[config.mk]
export PLATFORM = sky130hd
export DESIGN_NAME = cvt12_cfu
export DESIGN_NICKNAME = d
export VERILOG_FILES = /design/src/rtl/cfu_pkg.sv /design/src/rtl/cvt12_resp_fifo.sv /design/src/rtl/cvt12_cfu.sv
export SDC_FILE = /design/constraint.sdc
export NUM_CORES = 1
export LEC_CHECK = 0
export CORE_ASPECT_RATIO = 0.7
export CORE_UTILIZATION = 25
export CTS_CLUSTER_DIAMETER = 150
export CTS_CLUSTER_SIZE = 12
export DETAILED_ROUTE_END_ITERATION = 10
export GPL_ROUTABILITY_DRIVEN = 0
export PLACE_DENSITY_LB_ADDON = 0.05
export SYNTH_ARGS = -nofsm -noshare
export SYNTH_HDL_FRONTEND = slang
export SYNTH_SLANG_ARGS = --single-unit
[constraint.sdc]
create_clock -name clk -period 4.1 [get_ports clk]
set_input_delay 0.82 -clock clk [delete_from_list [all_inputs] [get_ports clk]]
set_output_delay 0.82 -clock clk [all_outputs]
set_load 0.1 [all_outputs]
[src/rtl/cfu_pkg.sv]
// Shared CFU types and constants: response status codes, the L1 response word and latency limit.
package cfu_pkg;

    localparam int CFU_STATUS_W       = 3;
    localparam int CFU_L1_MAX_LATENCY = 15;
    localparam int CFU_RESP_DATA_W    = 32;

    typedef enum logic [CFU_STATUS_W-1:0] {
        CFU_OK           = 3'd0,
        CFU_ERROR_UNIMPL = 3'd1,
        CFU_ERROR_STATE  = 3'd2,
        CFU_ERROR_CUSTOM = 3'd7
    } cfu_status_t;

    typedef struct packed {
        cfu_status_t                 status;
        logic [CFU_RESP_DATA_W-1:0]  data;
    } cfu_resp_t;

    // Id fields are never narrower than one bit, even for a single CFU or no state contexts.
    function automatic int cfu_max2(input int n);
        return (n > 2) ? n : 2;
    endfunction

endpackage

[src/rtl/cvt12_resp_fifo.sv]
// Synchronous response FIFO, W bits x DEPTH entries, head visible combinationally; 1-cycle write-to-read.
// Push while full is ignored unless a pop frees the slot in the same cycle.
module cvt12_resp_fifo #(
    parameter  int W     = 35,
    parameter  int DEPTH = 1,
    localparam int PTR_W = (DEPTH > 1) ? $clog2(DEPTH) : 1,
    localparam int CNT_W = $clog2(DEPTH + 1)
) (
    input  logic             clk,
    input  logic             rst,
    input  logic             push_i,
    input  logic [W-1:0]     push_dat_i,
    input  logic             pop_i,
    output logic [W-1:0]     head_dat_o,
    output logic             empty_o,
    output logic             full_o,
    output logic [CNT_W-1:0] count_o
);

    logic [W-1:0]     mem_q [DEPTH];
    logic [PTR_W-1:0] head_q, head_d;
    logic [PTR_W-1:0] tail_q, tail_d;
    logic [CNT_W-1:0] count_q, count_d;
    logic             do_push;
    logic             do_pop;

    // Indices wrap modulo DEPTH, which need not be a power of two.
    function automatic logic [PTR_W-1:0] wrap_inc(input logic [PTR_W-1:0] p);
        return (p == PTR_W'(DEPTH - 1)) ? '0 : p + PTR_W'(1);
    endfunction

    assign empty_o    = (count_q == '0);
    assign full_o     = (count_q == CNT_W'(DEPTH));
    assign count_o    = count_q;
    assign head_dat_o = mem_q[head_q];

    assign do_pop  = pop_i & ~empty_o;
    assign do_push = push_i & (~full_o | do_pop);

    always_comb begin
        head_d  = head_q;
        tail_d  = tail_q;
        count_d = count_q + CNT_W'(do_push) - CNT_W'(do_pop);
        if (do_pop) begin
            head_d = wrap_inc(head_q);
        end
        if (do_push) begin
            tail_d = wrap_inc(tail_q);
        end
    end

    always_ff @(posedge clk or posedge rst) begin
        if (rst) begin
            head_q  <= '0;
            tail_q  <= '0;
            count_q <= '0;
        end else begin
            head_q  <= head_d;
            tail_q  <= tail_d;
            count_q <= count_d;
        end
    end

    always_ff @(posedge clk) begin
        if (do_push) begin
            mem_q[tail_q] <= push_dat_i;
        end
    end

    a_no_overflow: assert property (@(posedge clk) disable iff (rst) !(push_i && full_o && !pop_i));

endmodule

[src/rtl/cvt12_cfu.sv]
// CFU-L2 to CFU-L1 adapter: forwards requests same cycle, queues L1 responses; accept->resp_valid CFU_LATENCY+1
// (CFU_LATENCY with CVT12_CFU_BYPASS_EN when the FIFO is empty). L2 backpressure absorbed by credits; L1 never stalls.
module cvt12_cfu
    import cfu_pkg::*;
#(
    parameter  int CFU_N_CFUS     = 1,
    parameter  int CFU_N_STATES   = 0,
    parameter  int CFU_LATENCY    = 0,
    parameter  int CFU_FUNC_ID_W  = 10,
    parameter  int CFU_DATA_W     = 32,
    localparam int CFU_CFU_ID_W   = $clog2(cfu_max2(CFU_N_CFUS)),
    localparam int CFU_STATE_ID_W = $clog2(cfu_max2(CFU_N_STATES))
) (
    input  logic                      clk,
    input  logic                      rst,
    input  logic                      req_valid,
    output logic                      req_ready,
    input  logic [CFU_CFU_ID_W-1:0]   req_cfu,
    input  logic [CFU_STATE_ID_W-1:0] req_state,
    input  logic [CFU_FUNC_ID_W-1:0]  req_func,
    input  logic [CFU_DATA_W-1:0]     req_data0,
    input  logic [CFU_DATA_W-1:0]     req_data1,
    output logic                      resp_valid,
    input  logic                      resp_ready,
    output logic [CFU_STATUS_W-1:0]   resp_status,
    output logic [CFU_DATA_W-1:0]     resp_data,
    output logic                      t_clk_en,
    output logic                      t_req_valid,
    output logic [CFU_CFU_ID_W-1:0]   t_req_cfu,
    output logic [CFU_STATE_ID_W-1:0] t_req_state,
    output logic [CFU_FUNC_ID_W-1:0]  t_req_func,
    output logic [CFU_DATA_W-1:0]     t_req_data0,
    output logic [CFU_DATA_W-1:0]     t_req_data1,
    input  logic                      t_resp_valid,
    input  logic [CFU_STATUS_W-1:0]   t_resp_status,
    input  logic [CFU_DATA_W-1:0]     t_resp_data
);

    localparam int DEPTH  = CFU_LATENCY + 1;
    localparam int CRED_W = $clog2(DEPTH + 1);
    localparam int RESP_W = CFU_STATUS_W + CFU_DATA_W;
    localparam int MASK_W = $clog2(CFU_L1_MAX_LATENCY + 1);

    logic [CRED_W-1:0] credits_q, credits_d;
    logic [MASK_W-1:0] mask_q, mask_d;
    logic              proto_err_q, proto_err_d;

    logic              accept;
    logic              pop;
    logic              exp_now;
    logic              masked;
    logic              bypass;
    logic              push;
    logic [RESP_W-1:0] in_word;
    logic [RESP_W-1:0] head_word;
    logic [RESP_W-1:0] out_word;
    logic              fifo_empty;
    logic              fifo_full;
    logic [CRED_W-1:0] fifo_count;

    assign t_clk_en    = 1'b1;
    assign req_ready   = ~rst & (credits_q != '0);
    assign accept      = req_valid & req_ready;
    assign t_req_valid = accept;
    assign t_req_cfu   = req_cfu;
    assign t_req_state = req_state;
    assign t_req_func  = req_func;
    assign t_req_data0 = req_data0;
    assign t_req_data1 = req_data1;

    generate
        if (CFU_LATENCY == 0) begin : g_exp_none
            assign exp_now = accept;
        end else begin : g_exp_sr
            logic [CFU_LATENCY-1:0] exp_q;
            always_ff @(posedge clk or posedge rst) begin
                if (rst) begin
                    exp_q <= '0;
                end else begin
                    exp_q <= (exp_q << 1) | CFU_LATENCY'(accept);
                end
            end
            assign exp_now = exp_q[CFU_LATENCY-1];
        end
    endgenerate

    // After reset the expect pipe is empty, so responses to requests issued before reset
    // can still arrive for CFU_LATENCY cycles; those are dropped silently.
    assign masked = (mask_q != '0);
    assign mask_d = masked ? mask_q - MASK_W'(1) : '0;

    // A missing response still occupies a slot (flagged as custom error) so credits stay balanced;
    // an unexpected one is dropped so it can never overrun the FIFO.
    assign in_word = t_resp_valid ? {t_resp_status, t_resp_data}
                                  : {CFU_ERROR_CUSTOM, {CFU_DATA_W{1'b0}}};
    assign proto_err_d = proto_err_q | ((t_resp_valid != exp_now) & ~masked);

`ifdef CVT12_CFU_BYPASS_EN
    assign bypass   = ~rst & fifo_empty & exp_now & t_resp_valid & resp_ready;
    assign out_word = bypass ? in_word : head_word;
`else
    assign bypass   = 1'b0;
    assign out_word = head_word;
`endif

    assign push        = exp_now & ~bypass;
    assign resp_valid  = ~rst & (~fifo_empty | bypass);
    assign pop         = resp_valid & resp_ready;
    assign resp_status = proto_err_q ? CFU_ERROR_CUSTOM : out_word[RESP_W-1 -: CFU_STATUS_W];
    assign resp_data   = out_word[CFU_DATA_W-1:0];

    assign credits_d = credits_q - CRED_W'(accept) + CRED_W'(pop);

    always_ff @(posedge clk or posedge rst) begin
        if (rst) begin
            credits_q   <= CRED_W'(DEPTH);
            mask_q      <= MASK_W'(CFU_LATENCY);
            proto_err_q <= 1'b0;
        end else begin
            credits_q   <= credits_d;
            mask_q      <= mask_d;
            proto_err_q <= proto_err_d;
        end
    end

    cvt12_resp_fifo #(
        .W     (RESP_W),
        .DEPTH (DEPTH)
    ) u_resp_fifo (
        .clk        (clk),
        .rst        (rst),
        .push_i     (push),
        .push_dat_i (in_word),
        .pop_i      (pop & ~bypass),
        .head_dat_o (head_word),
        .empty_o    (fifo_empty),
        .full_o     (fifo_full),
        .count_o    (fifo_count)
    );

    a_credit_bound: assert property (@(posedge clk) disable iff (rst)
        (int'(credits_q) + int'(fifo_count) <= DEPTH) && !(fifo_full && credits_q != '0));

endmodule

==> metrics.md <==
| Metric | Value |
|---|---|
| Outcome | complete, no violations |
| DR DRC count | 0 |
| Clk Latency, worst-skew pair | 0.28 ns |
| Synth unique cells | 23 |
| Share of the clock period used by the worst path | 68.1% |
| Top Usage Layer GRT | met2 |
| Crit-path cells | or2_2 > clkdlybuf4s50_1 |
| Sequential fraction of the synthesis area | 49.8% |
| Die span in y | 85.1 um |
| # Max-Cap Violations | 0 |
| Layout Nets | 308 |
| Adder-cell share of the synthesized area | 0% |
| Rel. slew slack | 29.5% |
| Max Fanout on Critical Path | 4 |
| Vias | 1227 |
| Largest family of logic cells by synthesized area | buffers and inverters |
| Worst path slowest cell | clkdlybuf4s50_1 |
| Mapped cell area | 2470 um^2 |
| Mux share of post-synthesis cell area | 0.863% |
| Mean Syn Cell Area | 11.3 um^2 |
| GRT Total Usage | 9.46% |
| Met1 Usage GRT | 11.0% |
| TNS Setup | 0 ns |
| Antenna cells | 0 |
| Setup Viol. Count Final | 0 |
| Die X | 121 um |
| Worst VDD drop | 127 uV |
| Final hold vios | 0 |
| M2 GR Usage | 12.9% |
| Hpwl dp | 3.42 mm |
| First DRT Iteration DRCs | 53 |
| Synth Area in Compound Gates | 1.93% |
| Final core utilization | 29.0% |
| Clk slew on worst S/H paths | 0.06 ns |
| Cts bufs inserted | 5 |
| LEAKAGE | 0.962 nW |
| Tmin final | 2.79 ns |
| Met3 Usage GRT | 6.79% |
| CP Data Required Time | 3.28 ns |
| Area post-placement | 2570 um^2 |
| I/O pin count | 231 |
| Initial antenna violation count | 0 |
| # port buffers | 77 |
| Starting Density | 26.4% |
| Routed wire per std cell | 14.8 um |
| Post-CTS sizing | 0 |
| GRT overflow | 0 |
| R2r setup slk | 2.11 ns |
| Worst-Margin Slew | 1.05 ns |
| Critical setup path kind | reg2out |
| Area Overhead vs Synth | 9.79% |
| RSZ-0062 raised after global routing | no |
| Synth Net Count | 335 |
| Register bit total from synthesis | 42 |
| Synth warn | 0 |
| Largest net degree at the start of global routing | 37 |
| Die footprint | 10300 um^2 |
| Max Slew Vio Count | 0 |
| Crit. End Element | output pin |
| Layout cells sized above 1 | 9.84% |
| CTS tree | yes |
| CP arrival | 1.97 ns |
| Final Instance Area | 2710 um^2 |
| Cell area power density | 332 nW/um^2 |
| FFs w/ async S/R, synth | 16.7% |
| Site Rows | 29 |
| Maximum buffer depth of the clock tree | 2 |
| # Post-CTS Setup Buffers | 0 |
| Number of synthesized flops with an enable pin | 35 |
| FMAX | 358 MHz |
| Clk_skew | 0.00349 ns |
| H-tree depth | 2 |
| CP peak stage delay | 0.98 ns |
| CP startpoint kind | register |
| First-pass GRT wire length | 7.20 mm |
| Root Driver | clkbuf_16 |
| Clk sinks | 42 |
| Post-synthesis instance total | 219 |
| Post-Synth XOR/XNOR Area | 0.355% |
| Worst Hold Class | reg2reg |
| Final wirelength | 4.69 mm |
| TritonRoute pass-1 iters | 4 |
| Vias in the first global route | 1356 |
| Via/cell ratio | 3.87 |
| Core box area | 9330 um^2 |
| Ys flop type | edfxtp_1 |
| Number of hold buffers added after cts | 0 |
| Routed Antenna Nets | 0 |
| Post-Synth Simple-Gate Area | 12.7% |
[final timing paths]
check | start | endpoint | cells after the start
worst max-delay path | proto_err_q | resp_status[0] | 2
worst min-delay path | mask_q[0] | mask_q[0] | 1
max in group asynchronous | rst | credits_q | 2
worst min register to register | mask_q[0] | mask_q[0] | 1
min in group asynchronous | rst | mask_q[1] | 2
worst max register to register | credits_q | u_resp_fifo.mem_q[0][20] | 3
[cells by family after synthesis]
kind of cell              after synthesis
and+or+nand+nor                        50
AOI/OAI and AO/OA                       8
DFF                                    42
other                                   1
xor gates and xnor gates                1
buffers and inverters                 115
muxes                                   2
[cell usage after synthesis (2+ instances only)]
cell,n,area share [%]
inv_1,3,0.46
nand2_1,4,0.61
buf_4,109,33
nand2b_1,3,0.76
edfxtp_1,35,43
buf_2,3,0.61
and2_1,32,8.1
and2b_2,2,0.71
a21oi_1,2,0.41
or2_2,3,0.76
o21ai_0,4,0.81
nor2_1,3,0.46
dfrtp_1,6,6.1
[routing by layer]
metal,up-vias,wire length [um]
met1,575,2050
met3,22,675
met4,0,102
li1,539,-
met5,-,0
met2,91,1870
[power breakdown]
group	leakage (nW)	switching [mW]	internal, mW
clock network	0.0683	0.151	0.222
logic	0.523	0.0207	0.0421
registers	0.371	0.0000000000000000481	0.463
[cells in the final DEF (no fill, tap or decap), types with 2 or more instances in the layout]
cell type / n
edfxtp_1: 35
dfrtp_1: 6
or2_2: 3
nand2b_1: 3
clkdlybuf4s50_1: 74
nand2_1: 4
inv_1: 3
o21ai_0: 4
and2b_2: 2
buf_4: 4
nor2_1: 3
clkbuf_16: 5
and2_1: 32
[critical path: cells and delay by family, from the launching register on]
kind,cells,cell delay [ns]
AND/OR/NAND/NOR,1,0.30
buffers and inverters,1,0.98
flip-flops,1,0.41
[sequential cells by signal (all words and copies together), names as in the netlist]
| signal | cells |
|---|---|
| u_resp_fifo.count_o | 1 |
| u_resp_fifo.mem_q | 35 |
| proto_err_q | 1 |
| credits_q | 1 |
| mask_q | 4 |
[area by class of cell]
type | count | area [um^2]
Fill cell | 973 | 6620
Timing Repair Buffer | 78 | 771
Sequential cell | 42 | 1230
Clock buffer | 6 | 129
Clock inverter | 2 | 8.76
Multi-Input combinational cell | 62 | 405
Inverter | 3 | 11.3
Tap cell | 124 | 155
[per-stage QoR]
step           cells  setup slack, ns  power [mW]  hold WS (ns)
2_1_floorplan    219            0.938       0.843         0.450
3_3_place_gp     309             1.32       0.535         0.480
3_5_place_dp     309             1.24       0.535         0.486
4_1_cts          317             1.28       0.918         0.493
5_1_grt          317             1.23       0.941         0.522
6_report         317             1.31       0.899         0.499
Note: power is estimated with default switching activity, not from simulation.
